[src/rtl/regfile_32x32_pkg.sv]
// Shared CPU constants and the register-file write-port decoder.
package regfile_32x32_pkg;

    localparam int REG_COUNT = 32;
    localparam int REG_ADDR_WIDTH = 5;
    localparam logic [REG_ADDR_WIDTH-1:0] REG_ZERO = 5'd0;

    // Slot 0 is hardwired, so it never receives an enable bit.
    function automatic logic [REG_COUNT-1:1] wr_decode(
        input logic                      en,
        input logic [REG_ADDR_WIDTH-1:0] addr
    );
        logic [REG_COUNT-1:1] r;
        r = '0;
        if (en && addr != REG_ZERO) begin
            r[addr] = 1'b1;
        end
        return r;
    endfunction

endpackage

[src/rtl/regfile_32x32_mux32.sv]
// mux32: 32-input, WIDTH-bit read-select mux, one per register-file read port.
import regfile_32x32_pkg::*;

module mux32 #(
    parameter int WIDTH = 32
) (
    input  logic [WIDTH-1:0]          d [REG_COUNT],
    input  logic [REG_ADDR_WIDTH-1:0] sel,
    output logic [WIDTH-1:0]          y
);

    assign y = d[sel];

endmodule

[src/rtl/regfile_32x32_register32.sv]
// register32: WIDTH-bit storage flop with load enable and async active-low clear.
module register32 #(
    parameter int WIDTH = 32
) (
    input  logic             clk,
    input  logic             rst_n,
    input  logic             en,
    input  logic [WIDTH-1:0] d,
    output logic [WIDTH-1:0] q
);

    always_ff @(posedge clk or negedge rst_n) begin
        if (!rst_n) begin
            q <= '0;
        end else if (en) begin
            q <= d;
        end
    end

endmodule

[src/rtl/regfile_32x32.sv]
// 32x32 register file, r0 hardwired to zero, two async reads, one write.
// Define REGFILE_BYPASS_EN for same-cycle write-to-read forwarding.
import regfile_32x32_pkg::*;

module regfile_32x32 #(
    parameter int WIDTH = 32
) (
    input  logic                      clk,
    input  logic                      rst_n,
    input  logic [REG_ADDR_WIDTH-1:0] ReadRegister1,
    input  logic [REG_ADDR_WIDTH-1:0] ReadRegister2,
    input  logic [REG_ADDR_WIDTH-1:0] WriteRegister,
    input  logic [WIDTH-1:0]          WriteData,
    input  logic                      RegWrite,
    output logic [WIDTH-1:0]          ReadData1,
    output logic [WIDTH-1:0]          ReadData2
);

    logic [REG_COUNT-1:1] we;
    logic [WIDTH-1:0]     regs [REG_COUNT];
    logic [WIDTH-1:0]     rd1;
    logic [WIDTH-1:0]     rd2;

    assign we = wr_decode(RegWrite, WriteRegister);
    assign regs[0] = '0;

    for (genvar i = 1; i < REG_COUNT; i++) begin : g_reg
        register32 #(
            .WIDTH(WIDTH)
        ) u_reg (
            .clk  (clk),
            .rst_n(rst_n),
            .en   (we[i]),
            .d    (WriteData),
            .q    (regs[i])
        );
    end

    mux32 #(
        .WIDTH(WIDTH)
    ) u_rd1 (
        .d  (regs),
        .sel(ReadRegister1),
        .y  (rd1)
    );

    mux32 #(
        .WIDTH(WIDTH)
    ) u_rd2 (
        .d  (regs),
        .sel(ReadRegister2),
        .y  (rd2)
    );

`ifdef REGFILE_BYPASS_EN
    logic fwd1;
    logic fwd2;

    assign fwd1 = RegWrite && WriteRegister == ReadRegister1
                  && WriteRegister != REG_ZERO;
    assign fwd2 = RegWrite && WriteRegister == ReadRegister2
                  && WriteRegister != REG_ZERO;
    assign ReadData1 = fwd1 ? WriteData : rd1;
    assign ReadData2 = fwd2 ? WriteData : rd2;
`else
    assign ReadData1 = rd1;
    assign ReadData2 = rd2;
`endif

endmodule

[config.mk]
export PLATFORM = sky130hd
export DESIGN_NAME = regfile_32x32
export DESIGN_NICKNAME = d
export VERILOG_FILES = /design/src/rtl/regfile_32x32_pkg.sv /design/src/rtl/regfile_32x32_mux32.sv /design/src/rtl/regfile_32x32_register32.sv /design/src/rtl/regfile_32x32.sv
export SDC_FILE = /design/constraint.sdc
export NUM_CORES = 2
export LEC_CHECK = 0
export CAP_MARGIN = 15
export CELL_PAD_IN_SITES_DETAIL_PLACEMENT = 1
export CELL_PAD_IN_SITES_GLOBAL_PLACEMENT = 2
export CORE_MARGIN = 2
export CORE_UTILIZATION = 39
export CTS_BUF_LIST = sky130_fd_sc_hd__clkbuf_4
export DETAILED_ROUTE_END_ITERATION = 12
export DONT_BUFFER_PORTS = 1
export PLACE_DENSITY_LB_ADDON = 0.1
export SYNTH_ARGS = -nofsm -noshare
export SYNTH_HDL_FRONTEND = slang
export SYNTH_SLANG_ARGS = --single-unit
[constraint.sdc]
create_clock -name clk -period 2.77 [get_ports clk]
set_input_delay 0.277 -clock clk [delete_from_list [all_inputs] [get_ports clk]]
set_output_delay 0.277 -clock clk [all_outputs]
set_load 0.01 [all_outputs]
==> results.sh <==
export IMPL_rsz_0062_raised_after_global_routing="yes"
export IMPL_tritoncts_num_buffers=310
export IMPL_syn_nets=3647
export IMPL_failing_checks="max-slew violations, negative setup slack"
export IMPL_detailedPlace_worstSlack_ns=0.262
export IMPL_design_power_total_mw=43.4
export IMPL_worstSetupEndpointType="primary output"
export IMPL_clock_root_buffer="clkbuf_4"
export IMPL_post_synth_instance_area_mm2=0.0532
export IMPL_max_freq_ghz=0.257
export IMPL_path_max_fanout=289
export IMPL_cts_tree="yes"
export IMPL_regMostFlops="g.u_reg.q"
export IMPL_route_detailed_wl_per_inst_um=33.3
export IMPL_synth_ff_latch_count=992
export IMPL_fp_dieW_um=373
export IMPL_critical_r2r_launch="g_reg[20].u_reg.q[4]"
export IMPL_detail_route_iter0_violations=2630
export IMPL_timing_final_max_slew_violations=126
export IMPL_period_needed_ns=3.89
export IMPL_routed_via_count=35688
export IMPL_post_route_drc_violation_count=0
export IMPL_area_growth_pct=18.3
export IMPL_grt_max_degree=993
export IMPL_die_area_mm2=0.139
export IMPL_antenna_left=0
export IMPL_power_ir_vdd_worst_mv=0.340
export IMPL_synth_seq_area_share=0.467
export IMPL_h_tree_levels=5
export IMPL_run_status="finished, violations left"
export IMPL_timing_slew_headroom=-0.732
export IMPL_wire_length_of_the_first_global_routing_pass_um=285000
export IMPL_skew_ns=0
export IMPL_most_common_cell_after_layout_fill_and_taps_aside="mux2_2"
export IMPL_post_synth_top_area_fraction=0.467
export IMPL_portBuffers=0
export IMPL_critical_path_arrival_ns=3.61
export IMPL_hpwlAfterDp_um=105000
export IMPL_clock_insertion_delay_worst_skew_ns=1.27
export IMPL_core_rowCount=135
export IMPL_min_path_type="input port to flip-flop"
export IMPL_initial_utilization=0.393
export IMPL_timing_critical_path_from="ReadRegister2[0]"
export IMPL_die_h_um=373
export IMPL_mostFrequentLayoutCells="mux2_2, dfrtp_1, clkbuf_4"
export IMPL_final_hold_viol_count=0
export IMPL_finalNetCount=3884
export IMPL_timing_worst_slew_pin_value_ns=2.60
export IMPL_syn_instance_count=3597
export IMPL_setup_worst_path_start_class="input port"
export IMPL_power_per_cell_area_mw_per_mm2=689
export IMPL_final_critical_path_setup_slack_ns=-1.12
export IMPL_maxCapViolCount=0
export IMPL_synth_largest_area_cell="dfrtp_1"
export IMPL_clk_path_buf_depth=4
export IMPL_yosys_top_cells_area="dfrtp_1, mux2_2, mux4_2"
export IMPL_setup_total_negative_slack_ns=-36.98
export IMPL_min_period_over_period=1.40
export IMPL_p_leak_nw=27.3
export IMPL_global_route_usage_total=0.279
export IMPL_viasPerCell=6.15
export IMPL_synth_cell_type_count=30
export IMPL_startpoint_of_the_lowest_slack_hold_path="WriteData[22]"
export IMPL_fraction_of_layout_cells_with_a_size_suffix_above_1=0.570
export IMPL_yosysWarningCount=0
export IMPL_required_ns=2.49
export IMPL_number_of_flip_flops_in_the_largest_register=992
export IMPL_final_instance_area_mm2=0.0629
export IMPL_postSynthAreaPerCell_um2=14.8
export IMPL_grt_antenna_before_repair=9
export IMPL_grt_remaining_overflow=0
export IMPL_criticalPathCategory="input port to primary output"
export IMPL_route_final_wire_length_um=193000
export IMPL_gp_congestion=0.768
export IMPL_top_level_ports=114
export IMPL_core_mm2=0.135
export IMPL_cts_sinks=992
export IMPL_drt_first_pass_iters=6
export IMPL_placed_cell_area_mm2=0.0555
export IMPL_vias_in_the_first_global_route=40381
export IMPL_report_final_setup_viol=64
export IMPL_biggestRegsByFlops="g.u_reg.q x992"
export IMPL_clk_transition_reported_paths_ns=0.06
## area by class of cell
| type | instances | area, um2 |
|---|---|---|
| timing repair buffer | 322 | 4050 |
| antenna | 9 | 22.5 |
| clock inverter | 44 | 220 |
| inverter | 2 | 7.51 |
| clock buffer | 443 | 3330 |
| fill | 13185 | 72500 |
| multi-input combinational | 2206 | 28200 |
| sequential | 992 | 24800 |
| tap | 1781 | 2230 |
## cell families after synthesis
logic type,share of synthesized area
AOI/OAI and AO/OA,0.0632
buffers and inverters,0.0341
and+or+nand+nor,0.0135
DFF,0.467
muxes,0.422
## worst max-delay path, stage by stage
cell and delay [ns]:
mux4_2 1.37, a22o_1 0.29, o21ai_4 0.19, o31ai_2 0.11, buf_4 0.16
## per-layer routing
| metal | wire length, um | vias to the layer above | track usage |
|---|---|---|---|
| met4 | 5230 | 8 | 0.0895 |
| met5 | 52 | - | 0 |
| li1 | - | 14603 | - |
| met1 | 85600 | 19718 | 0.381 |
| met2 | 91500 | 1032 | 0.444 |
| met3 | 10400 | 327 | 0.0612 |
## synth_stat cells
cell type  count
nor2b_1        6
or3b_2         1
mux2_1        33
o22ai_1       64
nand3b_1       4
nor2_2         4
nor2_1        15
mux2i_1      192
buf_2         89
nand2_1       18
and2_1        66
nor3_1         1
nor3b_1        4
mux2_2      1023
mux4_2       384
clkbuf_1     211
inv_1          2
nand3_1        2
buf_1         52
and3_1         1
dfrtp_1      992
o21ai_1       64
o31ai_1       64
buf_4         36
or2_2          1
a22o_1       192
and3b_1        1
nand2b_1       2
buf_6          9
a211oi_1      64
## worst paths after layout
kind                                         end  slack (ns)  cells after the start
min                        g_reg[25].u_reg.q[22]        0.12                      4
min in group asynchronous  g_reg[11].u_reg.q[22]        0.23                      3
max                                ReadData2[31]       -1.12                      5
max in group asynchronous   g_reg[8].u_reg.q[14]        0.20                      5
max reg2reg                 g_reg[20].u_reg.q[4]        1.41                      2
min reg2reg                 g_reg[12].u_reg.q[7]        0.50                      1
## timing repair
item / 4_1_cts / 5_1_grt
gates resized for setup: 241 / 39
pin swaps: 124 / 61
hold buffers: 144 / 6
hold endpoints to repair: 1984 / 643
setup buffers: 4 / 5
setup endpoints to repair: 64 / 64
## power breakdown
| group | leakage (nW) | switching [mW] | internal (mW) | total, mW |
|---|---|---|---|---|
| clock network | 2.15 | 6.64 | 7.41 | 14.1 |
| registers | 12.7 | 2.07 | 17.3 | 19.4 |
| logic | 12.5 | 3.84 | 6.06 | 9.90 |
## stage by stage
stage	cells	utilization	hold WS, ns
after floorplan	3597	-	-0.0186
after global placement	5136	0.410	0.0577
after detailed placement	5136	0.410	0.0397
after CTS	5766	0.459	-1.35
after global routing	5799	0.465	-0.0158
final	5799	0.465	0.117
(Power assumes the default switching activity.)
